--- src/rtl/multicycle_control.sv ---
// Multicycle RISC-V control unit: Moore FSM sequencing fetch/decode/execute
// phases, ALU-control and immediate decode, and a retired-instruction counter.
module multicycle_control (
  input  logic        clk,
  input  logic        reset,
  input  logic [6:0]  op,
  input  logic [2:0]  funct3,
  input  logic        funct7b5,
  input  logic        zero,
  output logic        pcWrite,
  output logic        adrSrc,
  output logic        irWrite,
  output logic        memWrite,
  output logic        regWrite,
  output logic [1:0]  resSrc,
  output logic [1:0]  aluSrcA,
  output logic [1:0]  aluSrcB,
  output logic [1:0]  immSrc,
  output logic [2:0]  ALUcontrol,
  output logic        illegal,
  output logic [31:0] instret
);

  localparam logic [6:0] OP_LW   = 7'b0000011;
  localparam logic [6:0] OP_SW   = 7'b0100011;
  localparam logic [6:0] OP_R    = 7'b0110011;
  localparam logic [6:0] OP_I    = 7'b0010011;
  localparam logic [6:0] OP_JAL  = 7'b1101111;
  localparam logic [6:0] OP_BEQ  = 7'b1100011;

  typedef enum logic [3:0] {
    FETCH, DECODE, MEMADR, MEMREAD, MEMWB, MEMWRITE,
    EXECUTER, EXECUTEI, ALUWB, JAL, BEQ
  } state_t;

  typedef enum logic [1:0] {ALU_ADD, ALU_SUB, ALU_FUNCT} alu_op_t;

  state_t      state, state_next;
  alu_op_t     alu_op;
  logic        pc_update, branch, retire;
  logic        adr_src_raw, ir_write_raw, mem_write_raw, reg_write_raw, illegal_raw;
  logic [1:0]  res_src_raw, src_a_raw, src_b_raw, imm_src_raw;
  logic [2:0]  alu_ctrl_raw;
  logic [31:0] instret_q;

  // State register; reset lands in FETCH so the first released edge fetches.
  always_ff @(posedge clk or negedge reset) begin
    if (!reset) state <= FETCH;
    else        state <= state_next;
  end

  // Next-state and Moore control decode; every signal defaults to inactive.
  always_comb begin
    state_next    = FETCH;
    pc_update     = 1'b0;
    branch        = 1'b0;
    retire        = 1'b0;
    adr_src_raw   = 1'b0;
    ir_write_raw  = 1'b0;
    mem_write_raw = 1'b0;
    reg_write_raw = 1'b0;
    illegal_raw   = 1'b0;
    res_src_raw   = 2'b00;
    src_a_raw     = 2'b00;
    src_b_raw     = 2'b00;
    alu_op        = ALU_ADD;
    case (state)
      FETCH: begin
        state_next   = DECODE;
        ir_write_raw = 1'b1;
        pc_update    = 1'b1;
        src_b_raw    = 2'b10;
        res_src_raw  = 2'b10;
      end
      DECODE: begin
        src_a_raw = 2'b01;
        src_b_raw = 2'b01;
        case (op)
          OP_LW, OP_SW: state_next = MEMADR;
          OP_R:         state_next = EXECUTER;
          OP_I:         state_next = EXECUTEI;
          OP_JAL:       state_next = JAL;
          OP_BEQ:       state_next = BEQ;
          default: begin
            state_next  = FETCH;
            illegal_raw = 1'b1;
          end
        endcase
      end
      MEMADR: begin
        state_next = (op == OP_LW) ? MEMREAD : MEMWRITE;
        src_a_raw  = 2'b10;
        src_b_raw  = 2'b01;
      end
      MEMREAD: begin
        state_next  = MEMWB;
        adr_src_raw = 1'b1;
      end
      MEMWB: begin
        retire        = 1'b1;
        res_src_raw   = 2'b01;
        reg_write_raw = 1'b1;
      end
      MEMWRITE: begin
        retire        = 1'b1;
        adr_src_raw   = 1'b1;
        mem_write_raw = 1'b1;
      end
      EXECUTER: begin
        state_next = ALUWB;
        src_a_raw  = 2'b10;
        alu_op     = ALU_FUNCT;
      end
      EXECUTEI: begin
        state_next = ALUWB;
        src_a_raw  = 2'b10;
        src_b_raw  = 2'b01;
        alu_op     = ALU_FUNCT;
      end
      ALUWB: begin
        retire        = 1'b1;
        reg_write_raw = 1'b1;
      end
      JAL: begin
        state_next = ALUWB;
        src_a_raw  = 2'b01;
        src_b_raw  = 2'b10;
        pc_update  = 1'b1;
      end
      BEQ: begin
        retire    = 1'b1;
        src_a_raw = 2'b10;
        alu_op    = ALU_SUB;
        branch    = 1'b1;
      end
      default: state_next = FETCH;
    endcase
  end

  // ALU control: fixed add/sub, or decoded from funct3 (sub only for R-type with funct7b5).
  always_comb begin
    alu_ctrl_raw = 3'b000;
    case (alu_op)
      ALU_SUB: alu_ctrl_raw = 3'b001;
      ALU_FUNCT: begin
        case (funct3)
          3'b000:  alu_ctrl_raw = (op[5] && funct7b5) ? 3'b001 : 3'b000;
          3'b010:  alu_ctrl_raw = 3'b101;
          3'b110:  alu_ctrl_raw = 3'b011;
          3'b111:  alu_ctrl_raw = 3'b010;
          default: alu_ctrl_raw = 3'b000;
        endcase
      end
      default: alu_ctrl_raw = 3'b000;
    endcase
  end

  // Immediate format follows the opcode in every state.
  always_comb begin
    case (op)
      OP_SW:   imm_src_raw = 2'b01;
      OP_BEQ:  imm_src_raw = 2'b10;
      OP_JAL:  imm_src_raw = 2'b11;
      default: imm_src_raw = 2'b00;
    endcase
  end

  // Output stage: everything held inactive while reset is low, since the
  // FETCH state would otherwise drive irWrite/pcWrite during reset.
  always_comb begin
    pcWrite    = 1'b0;
    adrSrc     = 1'b0;
    irWrite    = 1'b0;
    memWrite   = 1'b0;
    regWrite   = 1'b0;
    illegal    = 1'b0;
    resSrc     = 2'b00;
    aluSrcA    = 2'b00;
    aluSrcB    = 2'b00;
    immSrc     = 2'b00;
    ALUcontrol = 3'b000;
    if (reset) begin
      pcWrite    = pc_update | (branch & zero);
      adrSrc     = adr_src_raw;
      irWrite    = ir_write_raw;
      memWrite   = mem_write_raw;
      regWrite   = reg_write_raw;
      illegal    = illegal_raw;
      resSrc     = res_src_raw;
      aluSrcA    = src_a_raw;
      aluSrcB    = src_b_raw;
      immSrc     = imm_src_raw;
      ALUcontrol = alu_ctrl_raw;
    end
  end

  // Retired-instruction counter, bumped on each completing transition back to FETCH.
  always_ff @(posedge clk or negedge reset) begin
    if (!reset)      instret_q <= '0;
    else if (retire) instret_q <= instret_q + 32'd1;
  end

  assign instret = instret_q;

endmodule

--- config.mk ---
export PLATFORM = sky130hd
export DESIGN_NAME = multicycle_control
export DESIGN_NICKNAME = d
export VERILOG_FILES = /design/src/rtl/multicycle_control.sv
export SDC_FILE = /design/constraint.sdc
export NUM_CORES = 1
export LEC_CHECK = 0
export ABC_CLOCK_PERIOD_IN_PS = 2080
export CORE_AREA = 2 2 73 75
export CTS_CLUSTER_SIZE = 30
export DETAILED_ROUTE_END_ITERATION = 6
export DIE_AREA = 0 0 75 77
export PLACE_DENSITY = 0.74
export SYNTH_ARGS = -nofsm -noshare
export SYNTH_HDL_FRONTEND = slang
export SYNTH_SLANG_ARGS = --single-unit
--- constraint.sdc ---
create_clock -name clk -period 2.08 [get_ports clk]
set_clock_uncertainty 0.2 [all_clocks]
set_input_delay 0.208 -clock clk [delete_from_list [all_inputs] [get_ports clk]]
set_output_delay 0.208 -clock clk [all_outputs]
set_load 0.005 [all_outputs]
# --- After elaboration in Yosys (flattened, before gate mapping) ---
# Index checks and enable logic that the tools add are counted.
totals:
  regBits: 36
  input_bits: 14
  out_inout_bits: 49
  elab_cells: 71
op_classes:
  addsub: 1
  n_eq_ne: 21
  mux: 31
  n_bitwise: 2
  reduce_logical: 14
op_table:
  columns: ["cell", "n"]
  rows:
  - ["$pmux W4 S5", 2]
  - ["$add A32 B1 Y32 const B", 1]
  - ["$eq A4 B3 Y1 const B", 4]
  - ["$mux W1", 16]
  - ["$pmux W2 S2", 4]
  - ["$eq A7 B6 Y1 const B", 2]
  - ["$eq A7 B7 Y1 const B", 2]
  - ["$eq A4 B4 Y1 const B", 3]
  - ["$pmux W3 S4", 1]
  - ["$reduce_or A2 Y1", 6]
  - ["$eq A4 B2 Y1 const B", 2]
  - ["$mux W2", 4]
  - ["$reduce_or A4 Y1", 2]
  - ["$eq A7 B2 Y1 const B", 1]
  - ["$eq A7 B5 Y1 const B", 1]
  - ["$eq A3 B3 Y1 const B", 2]
  - ["$mux W3", 2]
  - ["$pmux W2 S3", 1]
  - ["$pmux W3 S2", 1]
  - ["$reduce_or A3 Y1", 2]
  - ["$reduce_or A6 Y1", 1]
  - ["$eq A4 B1 Y1 const B", 1]
  - ["$logic_not A4 Y1", 1]
  - ["$eq A3 B2 Y1 const B", 1]
  - ["other kinds (6)", 6]

# --- Logic depth before layout (Yosys ltp) ---
# Gate-level depths: netlist (run 1).
logic_depth:
  ltp_word: 6
  ltp_mapped: 8

# --- Worst setup path before layout (run 1) ---
# Ideal clock, no wire load.
synth_path:
  kind: "register to register"
  start: "register instret_q[11], in the netlist instret[11]"
  end: "register instret_q[26], in the netlist instret[26]"
  arrival_time_ps: 1870
  required_time_ps: 1801
  path_slack_ps: -69
  path_stages_with_launch: 7
  path_buffers: 1
  cell_sequence: "dfrtp_1 > nand4_2 > or3_1 > clkbuf_2 > or4_4 > nor2_2 > xor2_1"
synth_via:
  elab_chain_cells: 1
synth_rtl:
  columns: ["element", "line", "source"]
  rows:
  - ["from (decl)", "44", "logic [31:0] instret_q;"]
  - ["from (signal assigned)", "200", "else if (retire) instret_q <= instret_q + 32'd1;"]
  - ["$add A32 B1 Y32", "200", null]
# No other way between the ends.
# A chain may end at the register's enable or synchronous reset.

# --- Final worst setup path (run 1) ---
layout_path:
  start: "register state[3]"
  end: "register instret_q[26], in the netlist instret[26]"
layout_via:
  elab_chain_cells: 3
layout_rtl:
  columns: ["element", "line", "source"]
  rows:
  - ["from (decl)", "38", "state_t state, state_next;"]
  - ["from (signal assigned)", "49", "else state <= state_next;"]
  - ["$eq A4 B4 Y1 or $eq A4 B3 Y1 (tied branches)", "67", "case (state)"]
  - ["$reduce_or A4 Y1 (no source line) *", null, null]
  - ["$mux W1 *", "67", null]
# Mark *: on every way between the ends. The rest lies on a longest branch, timed or not.

==> impl_metrics.json, run 1 <==
{
  "max_slew_margin": 0.7872,
  "drv_cap": 0,
  "vias_per_cell": 4.957,
  "ctsHtreeMaxLevel": 2,
  "crit_chain": "buf_4 -> nor3b_4 -> buf_6 -> o21ai_2 -> or4_4 -> nor2_4 -> xor2_1",
  "antenna_found_initial": 0,
  "switching_share": 0.3144,
  "ys_top_cells_by_area": "dfrtp_1 (45%), xnor2_1 (9.6%), nand2_1 (4.7%)",
  "power_uw": 1828,
  "cts.clk_slew.worst_paths_ns": 0.07,
  "synthArstFlopShare": 1.000,
  "pre_cts_slack_ns": -0.2160,
  "synth_cells": 213,
  "rows": 26,
  "io_buffers": 62,
  "worstPathArrival_ns": 2.11,
  "fin_crit_sh": 1.011,
  "setup_viol": 2,
  "routed-via-count": 1973,
  "max_freq_mhz": 475.5,
  "final_nets": 345,
  "grt_pass1_wl_mm": 8.507,
  "hold_viol_final": 0,
  "fp.dieArea_um2": 5775,
  "internal_power_uw": 1253,
  "worstSetupPathType": "register to register",
  "core_area_um2": 4977,
  "wl_per_cell_um": 13.57,
  "min_path_type": "register to register",
  "fill_cells": 396,
  "critPathLaunchType": "register",
  "seqPwrFrac": 0.446,
  "finalSetupTns_ns": -0.03883,
  "cp_max_fo": 5,
  "numClockSinks": 36,
  "insertion_delay_ns": 0.29,
  "io_pins": 63,
  "status": "complete, but fails checks",
  "syn_to_final_growth_pct": 66.44,
  "power_frac_comb": 0.302,
  "rsz0062_at_grt": "true",
  "layout-drive-gt1-share": 0.3293,
  "grt_max_degree": 26,
  "cp_slowest_stage_delay_ns": 0.46,
  "grtUsageTotal": 0.1859,
  "powerDensity_nw_per_um2": 548.6,
  "period_needed_ns": 2.103,
  "ys_warn_count": 0,
  "synth-seq-cells": 36,
  "grt_overflow": 0,
  "synth_top_area_share": 0.4500,
  "finalMaxSlewViolations": 0,
  "critPathSlowestCell": "or4_4",
  "first_iter_violations": 55,
  "netSwitchingPower_uw": 574.8,
  "synth_edf_count": 0,
  "clk_path_buf_depth": 2,
  "crit_path_end_kind": "register",
  "cts_tree": "built",
  "die_w_um": 75,
  "critical_path_required_ns": 2.08,
  "dr.pass1.iters": 4,
  "final_critical_path_setup_slack_ns": -0.02318,
  "violations": "setup timing",
  "drc_errors": 0,
  "diodes": 0,
  "post-dp-hpwl_mm": 3.686,
  "stdcell_count": 398,
  "grt_pass1_vias": 1909,
  "synth_cell_types": 46,
  "avgSynthCellArea_um2": 9.399,
  "cts-root-buf": "clkbuf_8",
  "synth_nets": 230,
  "synth_top_area_cell": "dfrtp_1",
  "dp_cells": 371,
  "ant_nets": 0,
  "worstMarginPinSlew_ns": 0.3192,
  "clockPowerShare": 0.253,
  "syn_area_um2": 2002,
  "ys_seq_area_frac": 0.4500,
  "synth_top_flop_cell": "dfrtp_1",
  "cts_buffers": 5,
  "fp.dieH_um": 77,
  "wirelength_mm": 5.402,
  "start_util": 0.4022,
  "vdd_drop_max_uv": 311.0,
  "p_leak_uw": 0.001556,
  "place.gp.congestion": 0.7997
}
==> cells in the mapped netlist (2+ instances only) <==
cell / number
a21oi_1: 7
and2_1: 4
and3_1: 3
and3b_1: 2
and4_1: 2
clkbuf_1: 5
dfrtp_1: 36
ha_1: 3
inv_1: 5
nand2_1: 25
nand2b_1: 3
nand3_1: 14
nand4_1: 3
nor2_1: 20
nor2b_1: 5
nor3_1: 8
nor3b_1: 3
nor4_1: 4
o2111a_1: 2
o21ai_0: 3
xnor2_1: 22
xor2_1: 10
==> worst max-delay path, delay by kind of cell, from the launching register on <==
| family | cells | cell delay, ns |
|---|---|---|
| and+or+nand+nor | 3 | 0.84 |
| AOI/OAI and AO/OA | 1 | 0.08 |
| xor gates and xnor gates | 1 | 0.16 |
| buffers and inverters | 2 | 0.32 |
| DFF | 1 | 0.42 |
==> repair_timing <==
| item | in CTS | in global routing |
|---|---|---|
| hold endpoints to repair | 36 | 0 |
| gates resized for setup | 49 | 35 |
| hold buffers | 1 | 0 |
| endpoints found under the setup margin | 22 | 19 |
| pin swaps | 9 | 6 |
| buffers inserted | 11 | 8 |
==> layer usage <==
metal  vias to the layer above  wire [um]  GRT usage
li1                        967          -          -
met1                       944       2290     0.2264
met2                        53       2760     0.3114
met3                         9        265    0.04205
met4                         0         86    0.07143
met5                         -          0          0
==> cells in the final DEF (no fill, tap or decap), types with 3 or more instances in the layout <==
cell	netlist	routed
a21oi_1	7	6
and2_1	4	4
and3_1	3	3
buf_2	0	4
buf_4	1	49
buf_6	0	4
clkbuf_2	1	3
clkbuf_8	0	5
clkdlybuf4s50_1	0	43
dfrtp_1	36	36
dlygate4sd2_1	0	10
inv_1	5	3
nand2_1	25	21
nand2_2	0	4
nand3_1	14	11
nand3_2	0	3
nand4_1	3	3
nor2_1	20	15
nor2_2	1	4
nor2b_1	5	3
nor3_1	8	4
nor3_2	0	4
xnor2_1	22	22
xor2_1	10	10
==> flip-flops by register name, indices dropped and copies added (netlist names) <==
name,cells
instret,32
state,4
==> through the flow <==
step                        util  hold WS (ns)  instance area, um2
after floorplan                -       -0.2876                2016
after global placement    0.5887        0.1631                2930
after detailed placement  0.5887        0.1571                2930
after CTS                 0.6340        0.2855                3156
after global routing      0.6694        0.3017                3332
final                     0.6694        0.2765                3332
==> power groups by stage <==
stage / clock network (uW) / registers [uW] / logic [uW]
detailed placement: 0 / 809 / 487
global placement: 0 / 806 / 485
global route: 499 / 819 / 604
CTS: 469 / 800 / 512
floorplan: 0 / 797 / 220
finish: 462 / 815 / 552
==> final timing paths <==
check                                         from                 endpoint  slack, ns  cells past startpoint
hold reg to reg            instret[31]$_DFFE_PN0P_  instret[31]$_DFFE_PN0P_       0.28                      1
setup / recovery                state[3]$_DFF_PN0_  instret[26]$_DFFE_PN0P_      -0.02                      7
hold / removal             instret[31]$_DFFE_PN0P_  instret[31]$_DFFE_PN0P_       0.28                      1
setup reg to reg                state[3]$_DFF_PN0_  instret[26]$_DFFE_PN0P_      -0.02                      7
max in group asynchronous                    reset  instret[30]$_DFFE_PN0P_       0.96                      4
min in group asynchronous                    reset       state[3]$_DFF_PN0_       0.40                      4
==> kinds of logic (layout without fill, tap and decap cells) <==
group                      Yosys count  count (layout)  synth area share
buffers and inverters               13             128           0.02687
adders and majority gates            3               3           0.01875
and+or+nand+nor                    107             107            0.2863
AOI/OAI and AO/OA                   22              22           0.07813
xor gates and xnor gates            32              32            0.1400
DFF                                 36              36            0.4500
==> cell type report <==
cell class | count | area, um2 | area share
clock buffers | 6 | 72.57 | 0.02178
inverters | 5 | 18.77 | 0.005633
repair buffers | 116 | 996.0 | 0.2989
flip-flops and latches | 36 | 900.9 | 0.2704
well taps | 70 | 87.58 | 0.02629
multi-input cells | 164 | 1251 | 0.3755
clock inverters | 1 | 5.005 | 0.001502
Note: power is estimated with default switching activity, not from simulation.
==> inputs of run 2 (changes only) <==
ABC_AREA = 1   (was not set)
CORE_AREA = 2 2 78 80   (was 2 2 73 75)
DIE_AREA = 0 0 80 82   (was 0 0 75 77)
==> run 2 against run 1 <==
The flow still finishes with violations (setup timing). Global-route usage is 3.0 points higher. Via count increased by 36%. Core utilization down 3.5 points. Register-to-register slack improved by 0.17 ns. Total power up 4.9%. Die area grew 14%. Non-clock buffer count down 11. Sequential share of layout area decreased by 2.3 points. Synthesized cell count is 75% higher. Wire length up 27%. Hold slack improved by 0.019 ns. Critical path type is now register to primary output.
==> impl_metrics.json, run 2 <==
{
  "status": "complete, but fails checks",
  "violations": "setup timing",
  "worstPathArrival_ns": 1.77,
  "worstSetupPathType": "register to primary output",
  "multi_input_area_um2": 1441,
  "cts_buffers": 5,
  "min_path_type": "register to register",
  "final_common_cell": "nand2_1",
  "syn_to_final_growth_pct": 51.46,
  "p_leak_uw": 0.001741,
  "insertion_delay_ns": 0.29,
  "grt_pass1_wl_mm": 11.10,
  "start_util": 0.4190,
  "whs_ns": 0.2958,
  "ys_warn_count": 0,
  "max_freq_mhz": 460.1,
  "critPathLaunchType": "register",
  "grtUsageMet1": 0.2457,
  "synth_cell_types": 25,
  "cts_tree": "built",
  "startpoint": "state[3]$_DFF_PN0_",
  "drc_errors": 0,
  "ctsHtreeMaxLevel": 2,
  "ys_seq_area_frac": 0.3742,
  "finalMaxSlewViolations": 0,
  "synth_top_area_share": 0.3742,
  "place.gp.congestion": 0.8437,
  "ff2ff_path_depth": 11,
  "wl_per_cell_um": 12.37,
  "vdd_drop_max_uv": 317.5,
  "grt-busiest-layer": "met2",
  "fp.dieArea_um2": 6560,
  "clk_path_buf_depth": 2,
  "final_cell_mix": "nand2_1 (133), nor2_1 (50), inv_1 (44), clkdlybuf4s50_1 (44), buf_4 (37)",
  "drv_cap": 0,
  "wirelength_mm": 6.880,
  "synth_commonest_cells": "nand2_1 (136), nor2_1 (60), inv_1 (51)",
  "worstMarginPinSlew_ns": 0.7029,
  "worstReg2RegStart": "state[3]$_DFF_PN0_",
  "avgSynthCellArea_um2": 6.471,
  "setup_viol": 3,
  "syn_area_um2": 2407,
  "first_iter_violations": 142,
  "r2r_end": "instret[13]$_DFFE_PN0P_",
  "final_critical_path_setup_slack_ns": -0.09353,
  "io_pins": 63,
  "antenna_found_initial": 0,
  "fin_crit_sh": 1.045,
  "synth-seq-cells": 36,
  "grt_max_degree": 22,
  "synthArstFlopShare": 1.000,
  "regToRegSetupSlack_ns": 0.15,
  "ant_nets": 0,
  "vias_per_cell": 4.842,
  "dr.pass1.iters": 5,
  "synth_top_area_cell": "dfrtp_1",
  "hold_viol_final": 0,
  "diodes": 0,
  "synth_cells": 372,
  "synth_nets": 389,
  "grt_overflow": 0,
  "layout-drive-gt1-share": 0.2079,
  "met2_usage": 0.3933,
  "cts.clk_slew.worst_paths_ns": 0.07,
  "use_met3": 0.04615,
  "powerDensity_nw_per_um2": 525.8,
  "largest_reg_flops": 32,
  "routed-via-count": 2692,
  "period_needed_ns": 2.174,
  "grt_pass1_vias": 2615,
  "regArea_um2": 902.1,
  "synth_top_flop_cell": "dfrtp_1",
  "fp.dieH_um": 82,
  "max_slew_margin": 0.5298,
  "cts-root-buf": "clkbuf_8",
  "crit_path_end_kind": "primary output",
  "fill_cells": 499,
  "final_nets": 497,
  "critical_path_required_ns": 1.67,
  "numClockSinks": 36,
  "cp-endpoint": "ALUcontrol[0]",
  "cp_max_fo": 2,
  "die_w_um": 80,
  "synth_edf_count": 0,
  "finalSetupTns_ns": -0.1071,
  "synth.most_common_cell": "nand2_1",
  "io_buffers": 62,
  "grtUsageTotal": 0.2154,
  "ys_top_cells_by_area": "dfrtp_1 (37%), nand2_1 (21%), nor2_1 (9.4%)",
  "rows": 28,
  "rsz0062_at_grt": "true",
  "core_area_um2": 5746,
  "post-dp-hpwl_mm": 5.045
}
==> run 2: cell count changes in the layout (fill, tap and decap cells not counted), sizes merged, moves of 9 or more <==
cell   change
nand2    +113
inv       +46
nor2      +45
xnor2     -16
buf       -11
nand3      +9
==> run 2: layout make-up <==
cell class	count	share of cell area
clock buffer	8	0.02471
inverter	51	0.05319
multi-input combinational	281	0.3953
sequential	36	0.2474
tap	75	0.02574
timing repair buffer	105	0.2536
==> run 2: kinds of logic (layout without fill, tap and decap cells) <==
family | Yosys count | in the layout | synth area share
AND/OR/NAND/NOR | 247 | 247 | 0.4283
buffers and inverters | 55 | 164 | 0.09095
flip-flops | 36 | 36 | 0.3742
AO/OA/AOI/OAI | 16 | 16 | 0.03638
XOR/XNOR | 15 | 15 | 0.05458
adder cells (fa/ha/maj) | 3 | 3 | 0.01559
==> run 2: timing repair <==
action,4_1_cts,5_1_grt
hold buffers,2,0
pin swaps,12,12
endpoints found under the hold margin,36,0
buffers inserted,9,1
resized for setup,44,47
endpoints found under the setup margin,17,14
==> run 2: stage by stage <==
| stage | setup slack, ns | power, uW | util | std cells | instance area (um2) |
|---|---|---|---|---|---|
| 2_1_floorplan | 0.1912 | 1001 | - | 372 | 2407 |
| 3_3_place_gp | -0.2196 | 1338 | 0.5834 | 540 | 3352 |
| 3_5_place_dp | -0.3140 | 1343 | 0.5834 | 540 | 3352 |
| 4_1_cts | -0.2568 | 1868 | 0.6176 | 555 | 3548 |
| 5_1_grt | -0.1672 | 2022 | 0.6346 | 556 | 3646 |
| 6_report | -0.09353 | 1917 | 0.6346 | 556 | 3646 |
==> run 2: critical path, cell delays in order (launching register included) <==
cell     delay, ns
dfrtp_1       0.40
buf_6         0.14
nor2_4        0.09
inv_2         0.06
nor2_4        0.14
buf_6         0.14
inv_4         0.04
ha_4          0.15
a21oi_2       0.13
nor3_2        0.05
buf_2         0.15
==> run 2: worst min-delay path by stage <==
stage	start	to	slack [ns]	cells after the start
after floorplan	reset	instret[0]$_DFFE_PN0P_	-0.29	0
after global placement	reset	instret[0]$_DFFE_PN0P_	0.05	2
after detailed placement	reset	instret[0]$_DFFE_PN0P_	0.05	2
after CTS	instret[31]$_DFFE_PN0P_	instret[31]$_DFFE_PN0P_	0.30	2
after global routing	instret[31]$_DFFE_PN0P_	instret[31]$_DFFE_PN0P_	0.33	2
final	instret[31]$_DFFE_PN0P_	instret[31]$_DFFE_PN0P_	0.30	2
==> run 2: report_power, final <==
part	switching, uW	internal, uW	total, uW	leakage [uW]
logic	319	305	625	0.00120
registers	35.2	741	776	0.000496
clock network	246	270	516	0.0000455
total	600	1320	1920	0.00174
==> run 2: layer usage <==
metal  wire, um  vias up
met5          0        -
met3        304       21
li1           -     1359
met1       2846     1242
met4        221        0
met2       3507       70
==> patch (settings of run 2) <==
The 11 states of `state_t` get a Gray code encoding in 4 bits.
--- a/src/rtl/multicycle_control.sv
+++ b/src/rtl/multicycle_control.sv
@@ -31,4 +31,4 @@
   typedef enum logic [3:0] {
-    FETCH, DECODE, MEMADR, MEMREAD, MEMWB, MEMWRITE,
-    EXECUTER, EXECUTEI, ALUWB, JAL, BEQ
+    FETCH = 4'b0000, DECODE = 4'b0001, MEMADR = 4'b0011, MEMREAD = 4'b0010, MEMWB = 4'b0110, MEMWRITE = 4'b0111,
+    EXECUTER = 4'b0101, EXECUTEI = 4'b0100, ALUWB = 4'b1100, JAL = 4'b1101, BEQ = 4'b1111
   } state_t;
Function: no difference found for any inputs over 10 cycles, from zero or initial values and one cycle with reset low; not proved beyond that.
==> patch against run 2 <==
  * Sequential cell count stayed put
  * Routed wire length is 5.2% lower
  * Die area unchanged
  * Synthesized cell count is 3.0% lower
  * Setup slack gained 0.14 ns
  * Count of clock-buffer cells in the layout is 3 lower
  * Sequential power increased by 4.4%
  * Via count shrank 3.9%
  * Worst hold slack lost 0.10 ns
  * Power up 22%
  * Synthesized area increased by 2.0%
  * Final area is 0.86% lower
  * Non-clock buffer count is 4 lower
  * Critical path type unchanged
==> patch: results (changes against run 2) <==
| Metric | Value |
|---|---|
| Outcome | `finished clean` |
| Hold path depth | `5 (+3)` |
| Hold WS | `0.192 ns (-0.104 ns)` |
| Hold Startpoint | `op[6]` |
| Critical Path Sink | `ALUcontrol[2]` |
| WL per Instance | `12.0 µm (-2.6%)` |
| Finished Core Util | `62.9% (-0.54 points)` |
| First-pass GRT wire length | `10,800 µm (-3.2%)` |
| Met2 GRT Util | `36.6% (-2.7 points)` |
| Dpl cell area | `0.00330 mm² (-1.5%)` |
| CP delay by family, top | `simple AND/OR/NAND/NOR gates` |
| Via density | `4.78 (-1.2%)` |
| Placed Cells | `516 (-4.4%)` |
| Crit. Startpoint | `state[3]` |
| Sequential area share after synthesis | `36.7% (-0.72 points)` |
| Worst VDD drop | `0.341 mV (+7.5%)` |
| Layout cell share with drive strength beyond 1 | `20.6% (-0.19 points)` |
| Worst-case hold path end point | `state[1]` |
| Slowest stage delay, CP | `0.43 ns (+0.03 ns)` |
| Hold bufs inserted after CTS | `1 (-1)` |
| Via count | `2,588 (-3.9%)` |
| R2R depth | `9 (-2)` |
| Compound-gate portion of the synthesized area | `3.26% (-0.38 points)` |
| Root cell of the clock tree | `clkbuf_8` |
| Vias in the first global route | `2,519 (-3.7%)` |
| Synth Area in Adders | `1.53% (-0.030 points)` |
| Nets | `482 (-3.0%)` |
| Initial DRC count | `149 (+4.9%)` |
| Top cells by count, synth | `133 x nand2_1, 50 x nor2_1, 43 x inv_1` |
| Worst reg2reg startpoint | `state[1]` |
| GRT Total Usage | `20.6% (-0.92 points)` |
| First-pass iteration count of the detailed router | `4 (-1)` |
| Ranking of synthesized cells by area | `dfrtp_1 37%, nand2_1 20%, nor2_1 7.6%` |
| Pre-CTS setup slack | `-0.0996 ns (+0.214 ns)` |
| Detailed placement HPWL | `4630 µm (-8.3%)` |
| Worst r2r dst | `instret[23]` |
| Grt met3 use | `4.07% (-0.55 points)` |
| Cell leakage power | `0.00174 µW (about the same)` |
| Synth cell types | `30 (+20%)` |
| Post-synthesis xor/xnor area fraction | `6.42% (+0.96 points)` |
| Post-cts repair resize count | `40 (-9.1%)` |
| Post-CTS setup buffers | `13 (+4)` |
| Fill count | `509 (+2.0%)` |
| Post-Synthesis Mean Instance Area | `6.80 µm² (+5.1%)` |
| Syn nets | `378 (-2.8%)` |
| Min cycle time layout | `2.04 ns (-0.136 ns)` |
| Worst min path class | `in -> reg` |
| Slew HR | `69.5% (+17 points)` |
| Worst-path fanout max | `3 (+1)` |
| GR Util met1 | `25.0% (+0.44 points)` |
## patch: cell count changes after synthesis, sizes merged, moves of 3 or more
| cell | run 2 | this run |
|---|---|---|
| o21ai | 6 | 3 |
| nand3b | 2 | 5 |
| inv | 51 | 44 |
| nand3 | 23 | 16 |
| nor2 | 66 | 62 |
| xor2 | 9 | 14 |
## patch: where the power goes
part / internal [µW] / leakage, µW / switching (µW)
combinational: 447 / 0.00119 / 463
sequential: 752 / 0.000495 / 57.6
clock: 355 / 0.0000541 / 259
total: 1550 / 0.00174 / 780
## patch: area by class of cell
class,count,share of cell area (%)
timing repair buffer,101,24.5
inverter,45,4.67
multi-input combinational,276,40.2
clock inverter,3,1.18
clock buffer,5,1.90
tap,75,2.60
sequential,36,24.9
## patch: routing by layer
layer | wire (µm) | share of wire (%)
met5 | 0 | 0
met4 | 138 | 2.1
met3 | 300 | 4.6
met2 | 3210 | 49
met1 | 2870 | 44
